## config.mk

```make
export PLATFORM = sky130hd
export DESIGN_NAME = ub_serial_rcs_flat
export DESIGN_NICKNAME = d
export VERILOG_FILES = /design/src/rtl/ub_arith_pkg.sv /design/src/rtl/ub_serial_rcs_if.sv /design/src/rtl/ub_fs_cell.sv /design/src/rtl/ub_serial_rcs.sv /design/src/flat_wrapper.sv
export SDC_FILE = /design/constraint.sdc
export NUM_CORES = 1
export LEC_CHECK = 0
export BUFFER_PORTS_ARGS = -buffer_cell sky130_fd_sc_hd__buf_2
export CORE_UTILIZATION = 53
export DETAILED_ROUTE_END_ITERATION = 7
export PLACE_DENSITY = 0.77
export SKIP_CTS_REPAIR_TIMING = 1
export SYNTH_ARGS = -nofsm -noshare
export SYNTH_HDL_FRONTEND = slang
export SYNTH_SLANG_ARGS = --single-unit
```

## constraint.sdc

```tcl
create_clock -name clk -period 2.3 [get_ports clk]
set_clock_uncertainty 0.05 [all_clocks]
set_input_delay 0.23 -clock clk [delete_from_list [all_inputs] [get_ports clk]]
set_output_delay 0.23 -clock clk [all_outputs]
set_load 0.03 [all_outputs]
```

## src/rtl/ub_arith_pkg.sv

```systemverilog
// Shared arithmetic types and constants for the bit-serial datapath blocks.
package ub_arith_pkg;

   localparam int DEF_WIDTH = 23;
   localparam int CNT_W     = $clog2(DEF_WIDTH);

   typedef enum logic [1:0] {
      IDLE = 2'd0,
      RUN  = 2'd1,
      DONE = 2'd2
   } state_t;

endpackage

```

## src/rtl/ub_serial_rcs_if.sv

```systemverilog
// Operand and result handshake bundle for the serial subtractor.
interface ub_serial_rcs_if
   import ub_arith_pkg::*;
#(
   parameter int WIDTH = DEF_WIDTH
);

   logic             in_valid;
   logic             in_ready;
   logic [WIDTH-1:0] x;
   logic [WIDTH-1:0] y;
   logic             bin;
   logic             out_valid;
   logic             out_ready;
   logic [WIDTH:0]   d;

   modport master (
      output in_valid, x, y, bin, out_ready,
      input  in_ready, out_valid, d
   );

   modport slave (
      input  in_valid, x, y, bin, out_ready,
      output in_ready, out_valid, d
   );

endinterface

```

## src/rtl/ub_fs_cell.sv

```systemverilog
// Combinational full subtractor: d = x - y - z, borrow out on b.
// Port order mirrors the full-adder cell of the companion ripple-carry adder.
module ub_fs_cell (
   output logic b,
   output logic d,
   input  logic x,
   input  logic y,
   input  logic z
);

   assign d = x ^ y ^ z;
   assign b = (~x & y) | (~x & z) | (y & z);

endmodule

```

## src/rtl/ub_serial_rcs.sv

```systemverilog
// Bit-serial ripple-borrow subtractor, D = X - Y - BIN, one bit per clock.
//
// state | meaning
// ------+-------------------------------------------------------------
// IDLE  | waiting for operands, in_ready high
// RUN   | one difference bit per cycle, LSB first, cnt = bit index
// DONE  | result held on d with out_valid high until out_ready
module ub_serial_rcs
   import ub_arith_pkg::*;
#(
   parameter int WIDTH = DEF_WIDTH
) (
   input logic              clk,
   input logic              rst,
   ub_serial_rcs_if.slave   bus
);

   localparam int CW = $clog2(WIDTH);

   state_t           state;
   logic [WIDTH-1:0] xsh;
   logic [WIDTH-1:0] ysh;
   logic [WIDTH-1:0] rsh;
   logic [WIDTH:0]   d_q;
   logic             borrow;
   logic             out_valid_q;
   logic [CW-1:0]    cnt;
   logic             cell_d;
   logic             cell_b;

   ub_fs_cell u_cell (
      .b (cell_b),
      .d (cell_d),
      .x (xsh[0]),
      .y (ysh[0]),
      .z (borrow)
   );

   assign bus.in_ready  = (state == IDLE);
   assign bus.out_valid = out_valid_q;
   assign bus.d         = d_q;

   // Sequencer, operand shifters, borrow flop and result registers.
   // The result shifter is kept apart from d_q so that d holds the previous
   // answer while the next operation is being computed.
   always_ff @(posedge clk) begin
      if (rst) begin
         state       <= IDLE;
         xsh         <= '0;
         ysh         <= '0;
         rsh         <= '0;
         d_q         <= '0;
         borrow      <= 1'b0;
         out_valid_q <= 1'b0;
         cnt         <= '0;
      end else begin
         case (state)
            IDLE: begin
               if (bus.in_valid) begin
                  xsh    <= bus.x;
                  ysh    <= bus.y;
                  borrow <= bus.bin;
                  cnt    <= '0;
                  state  <= RUN;
               end
            end
            RUN: begin
               rsh    <= {cell_d, rsh[WIDTH-1:1]};
               borrow <= cell_b;
               xsh    <= xsh >> 1;
               ysh    <= ysh >> 1;
               if (cnt == CW'(WIDTH - 1)) begin
                  d_q         <= {cell_b, cell_d, rsh[WIDTH-1:1]};
                  out_valid_q <= 1'b1;
                  state       <= DONE;
               end else begin
                  cnt <= cnt + CW'(1);
               end
            end
            DONE: begin
               if (bus.out_ready) begin
                  out_valid_q <= 1'b0;
                  state       <= IDLE;
               end
            end
            default: begin
               out_valid_q <= 1'b0;
               state       <= IDLE;
            end
         endcase
      end
   end

endmodule
```

## src/flat_wrapper.sv

```systemverilog
// flat-port wrapper written by rule: the top's interface ports become plain ports
module ub_serial_rcs_flat import ub_arith_pkg::*;
#(
   parameter int WIDTH = DEF_WIDTH
)
  (clk, rst, bus_in_valid, bus_x, bus_y, bus_bin, bus_out_ready, bus_in_ready, bus_out_valid, bus_d);
  ub_serial_rcs_if #(.WIDTH(WIDTH)) bus_i ();
  input logic clk;
  input logic rst;
  input wire logic [$bits(bus_i.in_valid)-1:0] bus_in_valid;
  input wire logic [$bits(bus_i.x)-1:0] bus_x;
  input wire logic [$bits(bus_i.y)-1:0] bus_y;
  input wire logic [$bits(bus_i.bin)-1:0] bus_bin;
  input wire logic [$bits(bus_i.out_ready)-1:0] bus_out_ready;
  output wire logic [$bits(bus_i.in_ready)-1:0] bus_in_ready;
  output wire logic [$bits(bus_i.out_valid)-1:0] bus_out_valid;
  output wire logic [$bits(bus_i.d)-1:0] bus_d;
  assign bus_i.in_valid = bus_in_valid;
  assign bus_i.x = bus_x;
  assign bus_i.y = bus_y;
  assign bus_i.bin = bus_bin;
  assign bus_i.out_ready = bus_out_ready;
  assign bus_in_ready = bus_i.in_ready;
  assign bus_out_valid = bus_i.out_valid;
  assign bus_d = bus_i.d;
  ub_serial_rcs #(.WIDTH(WIDTH)) u_core (.clk(clk), .rst(rst), .bus(bus_i));
endmodule
```

# Yosys cells after proc, flatten, opt, wreduce, memory -nomap -nowiden
# Cells that the tools add are included.
# W data, S select, Z words.
dict set report op_classes {
  div 0
  muxes 16
  n_reduce_logical 7
  n_mul 0
  n_eq_ne 7
  add_sub_neg 1
  n_lt_le_gt_ge 0
  n_bitwise 9
  shifts 0
}
# op n
set op_table {}
lappend op_table {{$pmux W23 S2} 2}
lappend op_table {{$mux W23} 2}
lappend op_table {{$mux W5} 2}
lappend op_table {{$pmux W5 S2} 1}
lappend op_table {{$reduce_and A3 Y1} 3}
lappend op_table {{$mux W2} 3}
lappend op_table {{$ne A2 B2 Y1 const B} 3}
lappend op_table {{$pmux W2 S3} 1}
lappend op_table {{$add A5 B1 Y5 const B} 1}
lappend op_table {{$eq A5 B5 Y1 const B} 1}
lappend op_table {{$reduce_and A2 Y1} 2}
lappend op_table {{$and A1 B1 Y1} 3}
lappend op_table {{$mux W1} 3}
lappend op_table {{$pmux W1 S3} 1}
lappend op_table {{$eq A2 B1 Y1 const B} 1}
lappend op_table {{$eq A2 B2 Y1 const B} 1}
lappend op_table {{$logic_not A2 Y1} 1}
lappend op_table {{$ne A2 B1 Y1 const B} 1}
lappend op_table {{$not A1 Y1} 2}
lappend op_table {{$or A1 B1 Y1} 2}
lappend op_table {{$pmux W1 S2} 1}
lappend op_table {{$reduce_bool A2 Y1} 1}
lappend op_table {{$xor A1 B1 Y1} 2}
dict set report totals {
  input_bits 51
  latch_bits 0
  word_cells 48
  output_inout_bits 26
  memories 0
  mem_bits_ro 0
  ff_bits 102
  mem_bits_rw 0
}

# Depth between registers and ports, before layout
# Gate-level depths: netlist of the first run.
dict set report logic_depth {
  depth_word 5
  ltp_mapped 7
  depth_no_buf 5
}

# Cells and area by module
# A second synthesis of the first run with hierarchy kept.
dict set report unflattened {
  cells_unflattened 515
  area_unflattened_um2 4097.7
}
# module cells_per_inst seq_area_each_um2 area_each_um2 instances
set by_module_without_submodules {}
lappend by_module_without_submodules {ub_serial_rcs 512 2021.9 4070.2 1}
lappend by_module_without_submodules {ub_fs_cell 3 0.0 27.5 1}

# Worst setup path before layout of the first run
# Ideal clock, no wire load.
dict set report synth_path {
  path_kind {reg-to-reg}
  from {reg u_core.cnt[0]}
  to {reg u_core.cnt[3]}
  setup_time_ns 0.074
  path_slack_ns 0.793
  required_time_ns 2.176
  path_buffers 0
  arrival_time_ns 1.382
  path_stages_with_launch 6
  path_cell_list {dfxtp_1 inv_1 ha_1 and4b_1 or4_1 a31oi_1}
}
dict set report synth_via {
  elab_chain_cells 3
  elab_cells_between_ends 6
  classes_between {1 x add/sub; 2 x eq/ne; 2 x mux; 1 x reduce/logical}
}
# item line
set synth_lines {}
lappend synth_lines {{start: declaration} ub_serial_rcs.sv:27} ;# logic [CW-1:0] cnt;
lappend synth_lines {{start signal: assignment} ub_serial_rcs.sv:77} ;# cnt <= cnt + CW'(1);
lappend synth_lines {{$add A5 B1 Y5 or $eq A5 B5 Y1 (tied branches)} {ub_serial_rcs.sv:77, ub_serial_rcs.sv:72}}
lappend synth_lines {{$mux W5 or $ne A2 B2 Y1 (tied branches)} -}
lappend synth_lines {{$pmux W5 S2 or $reduce_and A3 Y1 (tied branches)} -}
# Parallel ways exist; a longest one is shown, timed or not. The select of a mux whose other input is x is not followed.
# A chain may end at the register's enable or synchronous reset.

# Worst setup path in the final report of the first run
dict set report layout_path {
  from {reg u_core.cnt[0]}
  to {reg u_core.cnt[1]}
}
# Same word-level chain as after synthesis.

==> impl_table.tex, run 1 <==
\begin{tabular}{lr}
\hline
Metric & Value \\
\hline
\multicolumn{2}{l}{\textbf{Logic synthesis}} \\
\quad Post-Syn Area & 4130 sq um \\
\quad Post-Synthesis Cells & 513 \\
\quad Post-synthesis net count & 567 \\
\quad Yosys warns & 0 \\
\quad Cell variety after synth & 30 \\
\quad Share of the yosys chip area belonging to registers & 49.0\% \\
\quad Post-Synthesis Mean Instance Area & 8.04 sq um \\
\quad Register bit count reported by yosys & 101 \\
\multicolumn{2}{l}{\textbf{STA}} \\
\quad Transition time at the pin with the least slew margin & 0.565 ns \\
\quad Unrepaired setup endpoints after global routing & false \\
\quad Period Utilization, post-route & 80.2\% \\
\quad Number of setup violations in the final report & 0 \\
\quad Final hold violation count & 0 \\
\quad Relative slew slack & 62.3\% \\
\quad Min setup slack post-route & 0.456 ns \\
\quad Achievable Freq & 542 MHz \\
\quad Count of pins over their slew limit & 0 \\
\quad Minimum clock period & 1.84 ns \\
\quad Accumulated negative setup slack & 0 ns \\
\multicolumn{2}{l}{\textbf{Clock tree}} \\
\quad Root buffer cell & sky130\_fd\_sc\_hd\_\_clkbuf\_8 \\
\quad TritonCTS clock tree & built \\
\quad Inserted Clock Buffers & 9 \\
\quad H-tree levels & 3 \\
\quad Clock tree sinks & 101 \\
\quad Max clock buf depth & 2 \\
\quad Clock transition at path regs & 0.10 ns \\
\quad Clock latency of the later-clocked register in the worst-skew pair & 0.37 ns \\
\multicolumn{2}{l}{\textbf{Critical path}} \\
\quad Setup slack of the worst register-to-register path & 0.46 ns \\
\quad Arrival time at the worst endpoint & 2.09 ns \\
\quad Endpoint class of the critical path & flop \\
\quad Crit Path Class & flop to flop \\
\quad Length in cells of the worst reg-to-reg path & 6 \\
\quad Critical Path RT & 2.55 ns \\
\quad Startpoint type of the worst setup path & flop \\
\quad Crit path max fanout & 18 \\
\multicolumn{2}{l}{\textbf{Global routing}} \\
\quad Global Route Usage Sum & 22.4\% \\
\quad Via count of the first global-routing pass & 3238 \\
\quad Antenna violations before repair & 0 \\
\quad Global-route wire length before repair & 14.9 mm \\
\quad Final global-route overflow total & 0 \\
\quad Maximum number of pins on one net before global-route repair & 55 \\
\multicolumn{2}{l}{\textbf{Route}} \\
\quad Via count & 3676 \\
\quad Total DRC errors in the routed layout & 0 \\
\quad Count of routing violations after the opening detailed-route iteration & 126 \\
\quad Remaining number of nets flagged by the antenna check after routing & 0 \\
\quad Number of search-and-repair iterations in the first detailed-routing pass & 4 \\
\quad Avg WL per Cell & 13.3 um \\
\quad Via density per instance & 5.51 \\
\quad Overall routed net length & 8.85 mm \\
\multicolumn{2}{l}{\textbf{Die}} \\
\quad Cell row count & 31 \\
\quad Die extent in y & 90.2 um \\
\quad Top Ports & 77 \\
\quad Standard cell core area & 7370 sq um \\
\quad Die width & 90.2 um \\
\quad DIE AREA & 8140 sq um \\
\quad Initial standard-cell utilization of the core & 56.0\% \\
\multicolumn{2}{l}{\textbf{Place}} \\
\quad Post-place setup slack & 0.486 ns \\
\quad Final weighted congestion in routability-driven placement & 0.745 \\
\quad \# placed instances & 651 \\
\quad Post-detailed-placement cell area & 4530 sq um \\
\quad Count of port buffers added during placement & 76 \\
\quad Half-perimeter wire length after detailed placement & 5.68 mm \\
\multicolumn{2}{l}{\textbf{Final layout}} \\
\quad Final Net Count & 617 \\
\quad Count of placed standard cells in the final layout, fillers left out & 667 \\
\quad Non-Filler Cell Area, Final & 4730 sq um \\
\quad Layout overhead on the synthesized area & 14.6\% \\
\quad Share of post-route cells with drive strength above 1 & 19.2\% \\
\quad Antenna diode instance count & 0 \\
\multicolumn{2}{l}{\textbf{Power and ir drop}} \\
\quad Net switching power & 904 uW \\
\quad Clock group share of total power & 33.2\% \\
\quad Proportion of total power due to net switching & 26.6\% \\
\quad Leakage power & 0.00186 uW \\
\quad Pint & 2490 uW \\
\quad Power share of the sequential group & 55.4\% \\
\quad VDD IR-drop max & 504 uV \\
\quad Power density over the cells & 719 nW/um\^{}2 \\
\quad Total Power Consumption & 3400 uW \\
\quad Combinational share of power & 11.5\% \\
\multicolumn{2}{l}{\textbf{Flow run}} \\
\quad Max\_cap viols & 0 \\
\multicolumn{2}{l}{\textbf{Run status}} \\
\quad Run status & completed \\
\multicolumn{2}{l}{\textbf{Min path}} \\
\quad Worst hold path type & input port to flop \\
\quad Hold Path Depth & 3 \\
\hline
\end{tabular}
==> placed cells by master, fill, tap and decap left out, types with 2 or more instances in the layout <==
| master | n |
|---|---|
| sky130_fd_sc_hd__nand2_1 | 135 |
| sky130_fd_sc_hd__dfxtp_1 | 101 |
| sky130_fd_sc_hd__buf_2 | 75 |
| sky130_fd_sc_hd__nor2_1 | 52 |
| sky130_fd_sc_hd__a21oi_1 | 50 |
| sky130_fd_sc_hd__a311oi_1 | 46 |
| sky130_fd_sc_hd__nand3_1 | 29 |
| sky130_fd_sc_hd__o21ai_0 | 24 |
| sky130_fd_sc_hd__clkbuf_8 | 9 |
| sky130_fd_sc_hd__buf_4 | 9 |
| sky130_fd_sc_hd__buf_12 | 4 |
| sky130_fd_sc_hd__o211ai_1 | 3 |
| sky130_fd_sc_hd__inv_6 | 3 |
| sky130_fd_sc_hd__clkinv_2 | 3 |
| sky130_fd_sc_hd__inv_1 | 2 |
| sky130_fd_sc_hd__a31oi_1 | 2 |
| sky130_fd_sc_hd__nor3b_1 | 2 |
| sky130_fd_sc_hd__or3_1 | 2 |
| sky130_fd_sc_hd__a22oi_1 | 2 |
| sky130_fd_sc_hd__ha_1 | 2 |
==> layer usage <==
metal  vias up  track usage (%)  wire, um
met5         -                0         0
met4         0             8.06       106
met3        10             4.65       341
met2        77             37.9      4320
met1      1715             28.2      4080
li1       1874                -         -
==> cells by family after synthesis <==
logic type      synth area share (%)
simple gates                    22.7
buf+inv                         6.37
fa+ha+maj                       1.09
mux                            0.273
compound gates                  20.6
flops                           49.0
==> registers in the layout, indices dropped and copies added, names as in the netlist <==
name	flops
u_core.ysh	23
u_core.bus.out_valid	1
u_core.cnt	5
u_core.bus.d	24
u_core.state	2
u_core.borrow	1
u_core.rsh	22
u_core.xsh	23
==> critical path: stages (launching register included) <==
cell and delay [ns]:
sky130_fd_sc_hd__dfxtp_1 0.39, sky130_fd_sc_hd__inv_1 0.07, sky130_fd_sc_hd__ha_1 0.21, sky130_fd_sc_hd__and4b_1 0.33
sky130_fd_sc_hd__buf_4 0.28, sky130_fd_sc_hd__or3_1 0.33, sky130_fd_sc_hd__a21oi_1 0.12
==> cell type report <==
cell class / count / area [sq um]
clock buffers: 9 / 124
well taps: 99 / 124
flip-flops and latches: 101 / 2020
repair buffers: 88 / 523
inverters: 2 / 7.51
fillers: 650 / 2640
multi-input cells: 361 / 1850
clock inverters: 7 / 71.3
==> stage by stage <==
stage          utilization, %  hold slack, ns
3_3_place_gp             61.5           0.396
4_1_cts                  64.1          0.0508
6_report                 64.1          0.0638
5_1_grt                  64.1          0.0592
3_5_place_dp             61.5           0.410
2_1_floorplan               -           0.328
==> final timing paths <==
kind                                            startpoint                          to
worst max register to register  u_core.cnt[0]$_SDFFE_PP0P_  u_core.cnt[1]$_SDFFE_PP0P_
worst min register to register  u_core.rsh[1]$_SDFFE_PP0P_  u_core.rsh[1]$_SDFFE_PP0P_
worst max-delay path            u_core.cnt[0]$_SDFFE_PP0P_  u_core.cnt[1]$_SDFFE_PP0P_
worst min-delay path                              bus_y[7]  u_core.ysh[7]$_SDFFE_PP0P_
==> synth_stat cells, drive strengths merged <==
cell type,instances,area [sq um]
a211oi,1,7.51
o21ai,24,120
or3b,1,8.76
ha,2,25.0
buf,28,176
mux2,1,11.3
nor2b,1,6.26
nor3b,2,15.0
nor2,52,195
nand3,29,145
nand4b,1,8.76
clkbuf,21,78.8
fa,1,20.0
nand2b,1,13.8
a22oi,2,15.0
o211ai,3,22.5
dfxtp,101,2020
a311oi,46,403
nand2,135,507
inv,2,7.51
o21bai,1,7.51
o21ba,1,10.0
or3,2,12.5
a21oi,50,250
and4b,1,10.0
or4,1,7.51
a31oi,2,12.5
nand4,1,6.26
==> power groups by stage <==
stage	Clock [uW]	Sequential, uW	Combinational [uW]
after global placement	0	1920	380
after floorplan	0	1910	295
after global routing	1220	1890	439
after CTS	1150	1880	391
after detailed placement	0	1920	390
final	1130	1880	390
Note: power is estimated with default switching activity, not from simulation.
==> run 2, diff against run 1 <==
==> constraint.sdc (replaced) <==
create_clock -name clk -period 1.8 [get_ports clk]
set_clock_uncertainty 0.05 [all_clocks]
set_input_delay 0.18 -clock clk [delete_from_list [all_inputs] [get_ports clk]]
set_output_delay 0.18 -clock clk [all_outputs]
set_load 0.03 [all_outputs]
==> run 2 against run 1 <==
Net effect:
- utilization up 1.9 points
- first-iteration DRC count up 79%
- final cell count increased by 1.5%
- wire length grew 2.8%
==> impl_table.tex, run 2 (synthesis gave the netlist of run 1 again) <==
\begin{tabular}{lr}
\hline
Metric & Value \\
\hline
\multicolumn{2}{l}{\textbf{Run status}} \\
\quad Run status & completed \\
\multicolumn{2}{l}{\textbf{Die}} \\
\quad Cell row count & 31 (unchanged) \\
\quad DIE AREA & 8140 sq um (unchanged) \\
\quad Die extent in y & 90.2 um (unchanged) \\
\quad Standard cell core area & 7370 sq um (unchanged) \\
\quad Top Ports & 77 (unchanged) \\
\quad Die width & 90.2 um (unchanged) \\
\quad Initial standard-cell utilization of the core & 56.0\% (unchanged) \\
\multicolumn{2}{l}{\textbf{STA}} \\
\quad Unrepaired setup endpoints after global routing & false \\
\quad Achievable Freq & 615 MHz (+13\%) \\
\quad Period Utilization, post-route & 90.4\% (+10 points) \\
\quad Transition time at the pin with the least slew margin & 0.487 ns (-0.0782 ns) \\
\quad Minimum clock period & 1.63 ns (-0.217 ns) \\
\quad Count of pins over their slew limit & 0 (unchanged) \\
\quad Accumulated negative setup slack & 0 ns (unchanged) \\
\quad Final hold violation count & 0 (unchanged) \\
\quad Number of setup violations in the final report & 0 (unchanged) \\
\quad Worst hold slack & 0.00525 ns (-0.0585 ns) \\
\quad Relative slew slack & 67.6\% (+5.2 points) \\
\multicolumn{2}{l}{\textbf{Critical path}} \\
\quad Endpoint class of the critical path & flop \\
\quad Crit path max fanout & 45 (+27) \\
\quad Cell with the largest stage delay on the worst path & sky130\_fd\_sc\_hd\_\_dfxtp\_1 \\
\quad Critical Path RT & 2.03 ns (-0.52 ns) \\
\quad Arrival time at the worst endpoint & 1.86 ns (-0.23 ns) \\
\quad Startpoint type of the worst setup path & flop \\
\quad CP peak stage delay & 0.55 ns (+0.16 ns) \\
\quad Crit Path Class & flop to flop \\
\quad Crit path cell chain & nor2b\_4, buf\_12, nand2\_1, a311oi\_1 \\
\quad Setup slack of the worst register-to-register path & 0.17 ns (-0.28 ns) \\
\multicolumn{2}{l}{\textbf{Power and ir drop}} \\
\quad Net switching power & 1240 uW (+38\%) \\
\quad Power density over the cells & 924 nW/um\^{}2 (+29\%) \\
\quad Leakage power & 0.00193 uW (+3.4\%) \\
\quad Pint & 3250 uW (+30\%) \\
\quad Power share of the sequential group & 53.5\% (-1.9 points) \\
\quad Proportion of total power due to net switching & 27.7\% (+1.1 points) \\
\quad VDD IR-drop max & 497 uV (-1.4\%) \\
\quad Clock group share of total power & 34.7\% (+1.5 points) \\
\quad Combinational share of power & 11.8\% (+0.3 points) \\
\multicolumn{2}{l}{\textbf{Route}} \\
\quad Via count & 3778 (+2.8\%) \\
\quad Number of search-and-repair iterations in the first detailed-routing pass & 5 (+1) \\
\quad Remaining number of nets flagged by the antenna check after routing & 0 (unchanged) \\
\quad Avg WL per Cell & 13.4 um (+1.3\%) \\
\quad Overall routed net length & 9.10 mm (+2.8\%) \\
\quad Via density per instance & 5.58 (+1.3\%) \\
\quad Total DRC errors in the routed layout & 0 (unchanged) \\
\quad Count of routing violations after the opening detailed-route iteration & 226 (+79\%) \\
\multicolumn{2}{l}{\textbf{Place}} \\
\quad Final weighted congestion in routability-driven placement & 0.755 (+1.4\%) \\
\quad Count of port buffers added during placement & 76 (unchanged) \\
\quad Half-perimeter wire length after detailed placement & 6.05 mm (+6.6\%) \\
\multicolumn{2}{l}{\textbf{Clock tree}} \\
\quad TritonCTS clock tree & built \\
\quad Inserted Clock Buffers & 9 (unchanged) \\
\quad H-tree levels & 3 (unchanged) \\
\quad Clock latency of the later-clocked register in the worst-skew pair & 0.38 ns (about the same) \\
\quad Clock transition at path regs & 0.10 ns (about the same) \\
\quad Max clock buf depth & 2 (unchanged) \\
\quad Root buffer cell & sky130\_fd\_sc\_hd\_\_clkbuf\_8 \\
\quad Clock tree sinks & 101 (unchanged) \\
\multicolumn{2}{l}{\textbf{Final layout}} \\
\quad Commonest non-fill, non-tap cell in the layout & sky130\_fd\_sc\_hd\_\_nand2\_1 \\
\quad Final Net Count & 627 (+1.6\%) \\
\quad Antenna diode instance count & 0 (unchanged) \\
\quad Layout overhead on the synthesized area & 17.9\% \\
\quad Most frequent cells in the layout & 135 x sky130\_fd\_sc\_hd\_\_nand2\_1, 101 x sky130\_fd\_sc\_hd\_\_dfxtp\_1, 75 x sky130\_fd\_sc\_hd\_\_buf\_2 \\
\quad Max FFs per register & 24 (unchanged) \\
\quad Number of inserted filler cells in the final layout & 652 (+0.31\%) \\
\quad Share of post-route cells with drive strength above 1 & 20.1\% (+0.88 points) \\
\multicolumn{2}{l}{\textbf{Global routing}} \\
\quad Global-route wire length before repair & 15.5 mm (+3.9\%) \\
\quad Final global-route overflow total & 0 (unchanged) \\
\quad Global Route Usage Sum & 23.1\% (+0.71 points) \\
\quad Maximum number of pins on one net before global-route repair & 47 (-15\%) \\
\quad Antenna violations before repair & 0 (unchanged) \\
\quad Via count of the first global-routing pass & 3519 (+8.7\%) \\
\multicolumn{2}{l}{\textbf{Min path}} \\
\quad Worst hold path type & input port to flop \\
\multicolumn{2}{l}{\textbf{Flow run}} \\
\quad Max\_cap viols & 0 (unchanged) \\
\hline
\end{tabular}
## run 2: changes by cell type in the layout (fill, tap and decap cells not counted), sizes merged
cell,previous run,this run
buf,88,95
clkinv,3,2
dlygate4sd3,0,3
inv,5,6
## run 2: critical path: cells and delay by family, from the launching register on
kind	cells	cell delay [ns]
buf+inv	1	0.24
simple gates	2	0.41
flops	1	0.55
compound gates	1	0.27
## run 2: worst paths after layout
path | start | to | depth (start not counted)
worst max register to register | u_core.state[0]$_SDFFE_PP0P_ | u_core.ysh[2]$_SDFFE_PP0P_ | 4
worst min-delay path | bus_y[22] | u_core.ysh[22]$_SDFFE_PP0P_ | 3
worst min register to register | u_core.bus.out_valid$_SDFFE_PP0P_ | u_core.bus.out_valid$_SDFFE_PP0P_ | 2
worst max-delay path | u_core.state[0]$_SDFFE_PP0P_ | u_core.ysh[2]$_SDFFE_PP0P_ | 4
## run 2: power groups by stage
stage | logic [uW] | clock network, uW | registers (uW)
global route | 595 | 1690 | 2420
global placement | 509 | 0 | 2450
finish | 529 | 1560 | 2400
floorplan | 377 | 0 | 2430
CTS | 526 | 1620 | 2400
detailed placement | 524 | 0 | 2450
## run 2: layout make-up
type / count / area [sq um] / share of cell area [%]
multi-input cells: 361 / 1850 / 38.1
clock buffers: 9 / 124 / 2.55
flip-flops and latches: 101 / 2020 / 41.6
clock inverters: 7 / 100 / 2.06
inverters: 2 / 7.51 / 0.154
repair buffers: 98 / 631 / 13.0
well taps: 99 / 124 / 2.55
## run 2: metrics by stage
step / area, sq um / cells / setup WS (ns) / utilization, % / power (uW)
after floorplan: 4130 / 513 / 0.293 / - / 2810
after global placement: 4610 / 658 / 0.271 / 62.5 / 2960
after detailed placement: 4610 / 658 / 0.203 / 62.5 / 2980
after CTS: 4830 / 674 / 0.163 / 65.6 / 4550
after global routing: 4860 / 677 / 0.0370 / 66.0 / 4700
final: 4860 / 677 / 0.173 / 66.0 / 4490
## run 2: per-layer routing
metal | global-route usage (%) | wire (um) | up-vias | part of all wire (%)
met2 | 40.5 | 4550 | 100 | 50
met3 | 6.35 | 552 | 11 | 6.1
met5 | 0 | 0 | - | 0
met4 | 6.59 | 109 | 0 | 1.2
met1 | 27.6 | 3890 | 1767 | 43
li1 | - | - | 1900 | -
==> run 3, diff against run 2 <==
==> constraint.sdc (replaced) <==
create_clock -name clk -period 1.5 [get_ports clk]
set_clock_uncertainty 0.05 [all_clocks]
set_input_delay 0.15 -clock clk [delete_from_list [all_inputs] [get_ports clk]]
set_output_delay 0.15 -clock clk [all_outputs]
set_load 0.03 [all_outputs]
==> run 3 against run 2 <==
Net effect:
- the run now ends with negative hold slack left
- utilization rose by 3.0 points
- wire length is 5.0% higher
- combinational power grew 31%
- sequential share of layout area decreased by 1.8 points
- critical path depth increased by 1
- total power rose by 19%
- global-route usage up 0.41 points
- critical path type unchanged
- largest power group unchanged
- highest routed layer unchanged
==> impl_table.tex, run 3 (synthesis gave the netlist of run 1 again) <==
\begin{tabular}{lr}
\hline
Metric & Value \\
\hline
\multicolumn{2}{l}{\textbf{Place}} \\
\quad Half-perimeter wire length after detailed placement & 5.99 mm (-1.0\%) \\
\quad Count of port buffers added during placement & 76 (unchanged) \\
\quad \# placed instances & 663 (+0.76\%) \\
\quad Final weighted congestion in routability-driven placement & 0.733 (-3.0\%) \\
\quad Post-place setup slack & 0.0233 ns (-0.180 ns) \\
\multicolumn{2}{l}{\textbf{Route}} \\
\quad Number of search-and-repair iterations in the first detailed-routing pass & 4 (-1) \\
\quad Via count & 3899 (+3.2\%) \\
\quad Via density per instance & 5.57 (-0.19\%) \\
\quad Overall routed net length & 9.55 mm (+5.0\%) \\
\quad Count of routing violations after the opening detailed-route iteration & 241 (+6.6\%) \\
\quad Avg WL per Cell & 13.6 um (+1.6\%) \\
\quad Remaining number of nets flagged by the antenna check after routing & 0 (unchanged) \\
\quad Total DRC errors in the routed layout & 0 (unchanged) \\
\multicolumn{2}{l}{\textbf{Final layout}} \\
\quad Final core utilization & 69.0\% (+3.0 points) \\
\quad Max FFs per register & 24 (unchanged) \\
\quad Share of post-route cells with drive strength above 1 & 21.8\% (+1.7 points) \\
\quad Count of placed standard cells in the final layout, fillers left out & 700 (+3.4\%) \\
\quad Commonest non-fill, non-tap cell in the layout & sky130\_fd\_sc\_hd\_\_nand2\_1 \\
\quad Most frequent cells in the layout & 135 x sky130\_fd\_sc\_hd\_\_nand2\_1, 98 x sky130\_fd\_sc\_hd\_\_dfxtp\_1, 76 x sky130\_fd\_sc\_hd\_\_buf\_2 \\
\quad Layout overhead on the synthesized area & 23.3\% \\
\quad Final Net Count & 650 (+3.7\%) \\
\quad Antenna diode instance count & 0 (unchanged) \\
\multicolumn{2}{l}{\textbf{Clock tree}} \\
\quad Clock transition at path regs & 0.10 ns (about the same) \\
\quad Inserted Clock Buffers & 9 (unchanged) \\
\quad Root buffer cell & sky130\_fd\_sc\_hd\_\_clkbuf\_8 \\
\quad Max clock buf depth & 2 (unchanged) \\
\quad Clock latency of the later-clocked register in the worst-skew pair & 0.38 ns (about the same) \\
\quad Clock tree sinks & 101 (unchanged) \\
\quad TritonCTS clock tree & built \\
\quad H-tree levels & 3 (unchanged) \\
\multicolumn{2}{l}{\textbf{Power and ir drop}} \\
\quad VDD IR-drop max & 600 uV (+21\%) \\
\quad Power density over the cells & 1060 nW/um\^{}2 (+14\%) \\
\quad Leakage power & 0.00203 uW (+5.6\%) \\
\multicolumn{2}{l}{\textbf{STA}} \\
\quad Number of setup violations in the final report & 0 (unchanged) \\
\quad Unrepaired setup endpoints after global routing & true \\
\quad Min setup slack post-route & 0.0408 ns (-0.132 ns) \\
\quad Count of pins over their slew limit & 0 (unchanged) \\
\quad Achievable Freq & 685 MHz (+11\%) \\
\quad Transition time at the pin with the least slew margin & 0.316 ns (-0.170 ns) \\
\quad Minimum clock period & 1.46 ns (-0.168 ns) \\
\quad Accumulated negative setup slack & 0 ns (unchanged) \\
\quad Final hold violation count & 14 (+14) \\
\quad Worst hold slack & -0.0241 ns (-0.0294 ns) \\
\quad Period Utilization, post-route & 97.3\% (+6.9 points) \\
\quad Relative slew slack & 78.9\% (+11 points) \\
\multicolumn{2}{l}{\textbf{Flow run}} \\
\quad Max\_cap viols & 0 (unchanged) \\
\multicolumn{2}{l}{\textbf{Global routing}} \\
\quad Global-route wire length before repair & 15.8 mm (+1.9\%) \\
\quad Final global-route overflow total & 0 (unchanged) \\
\quad Global Route Usage Sum & 23.5\% (+0.41 points) \\
\quad Via count of the first global-routing pass & 3565 (+1.3\%) \\
\quad Maximum number of pins on one net before global-route repair & 53 (+13\%) \\
\quad Antenna violations before repair & 0 (unchanged) \\
\multicolumn{2}{l}{\textbf{Critical path}} \\
\quad Length in cells of the worst reg-to-reg path & 5 (+1) \\
\quad Crit path max fanout & 2 (-96\%) \\
\quad Crit Path Class & flop to flop \\
\quad Startpoint type of the worst setup path & flop \\
\quad Arrival time at the worst endpoint & 1.72 ns (-0.14 ns) \\
\quad Critical Path RT & 1.76 ns (-0.27 ns) \\
\quad Endpoint class of the critical path & flop \\
\multicolumn{2}{l}{\textbf{Min path}} \\
\quad Hold Path Depth & 3 (unchanged) \\
\quad Worst hold path type & input port to flop \\
\multicolumn{2}{l}{\textbf{Die}} \\
\quad Initial standard-cell utilization of the core & 56.0\% (unchanged) \\
\quad Standard cell core area & 7370 sq um (unchanged) \\
\quad DIE AREA & 8140 sq um (unchanged) \\
\quad Die extent in y & 90.2 um (unchanged) \\
\quad Top Ports & 77 (unchanged) \\
\quad Cell row count & 31 (unchanged) \\
\quad Die width & 90.2 um (unchanged) \\
\multicolumn{2}{l}{\textbf{Run status}} \\
\quad Failing checks & negative hold slack \\
\quad Run status & complete, but fails checks \\
\hline
\end{tabular}
-- run 3: cell count changes in the layout (fill, tap and decap cells not counted), moves of 2 or more --
cell / previous run / this run
sky130_fd_sc_hd__dlygate4sd3_1: 3 / 16
sky130_fd_sc_hd__buf_4: 14 / 18
sky130_fd_sc_hd__buf_6: 0 / 3
sky130_fd_sc_hd__dfxtp_1: 101 / 98
sky130_fd_sc_hd__dfxtp_2: 0 / 3
sky130_fd_sc_hd__clkinv_4: 0 / 2
sky130_fd_sc_hd__clkinv_8: 2 / 0
-- run 3: where the power goes --
| part | switching (uW) | internal [uW] | leakage (uW) | total, uW |
|---|---|---|---|---|
| sequential | 72.4 | 2810 | 0.000827 | 2880 |
| combinational | 391 | 303 | 0.00110 | 694 |
| clock | 998 | 792 | 0.000105 | 1790 |
| total | 1460 | 3910 | 0.00203 | 5370 |
-- run 3: routing by layer --
metal / wire length (um) / vias up / GRT usage [%] / part of all wire (%)
li1: - / 1938 / - / -
met4: 146 / 0 / 8.87 / 1.5
met2: 4700 / 104 / 41.4 / 49
met5: 0 / - / 0 / 0
met3: 476 / 13 / 5.16 / 5.0
met1: 4230 / 1844 / 27.9 / 44
-- run 3: path summary, 6_finish.rpt --
kind	startpoint	endpoint	slack [ns]
min	bus_x[22]	u_core.xsh[22]$_SDFFE_PP0P_	-0.02
max reg2reg	u_core.cnt[0]$_SDFFE_PP0P_	u_core.cnt[3]$_SDFFE_PP0P_	0.04
max	u_core.cnt[0]$_SDFFE_PP0P_	u_core.cnt[3]$_SDFFE_PP0P_	0.04
min reg2reg	u_core.rsh[20]$_SDFFE_PP0P_	u_core.rsh[19]$_SDFFE_PP0P_	0.42
-- run 3: cell type report --
cell class / count / area (sq um)
Sequential cell: 101 / 2030
Clock inverter: 7 / 78.8
Multi-Input combinational cell: 361 / 1860
Timing Repair Buffer: 121 / 870
Inverter: 2 / 7.51
Fill cell: 618 / 2280
Tap cell: 99 / 124
Clock buffer: 9 / 124
-- run 3: through the flow --
| step | total power, uW | hold WS [ns] | instance area [sq um] |
|---|---|---|---|
| detailed placement | 3580 | 0.366 | 4650 |
| global placement | 3560 | 0.359 | 4650 |
| CTS | 5340 | -0.0248 | 4850 |
| finish | 5370 | -0.0241 | 5090 |
| floorplan | 3370 | 0.248 | 4130 |
| global route | 5600 | -0.00635 | 5090 |
-- run 3: worst max-delay path, stage by stage (launching register included) --
cell	delay [ns]
sky130_fd_sc_hd__dfxtp_2	0.35
sky130_fd_sc_hd__inv_2	0.04
sky130_fd_sc_hd__ha_2	0.17
sky130_fd_sc_hd__and4b_1	0.19
sky130_fd_sc_hd__or4_1	0.47
sky130_fd_sc_hd__a31oi_1	0.13
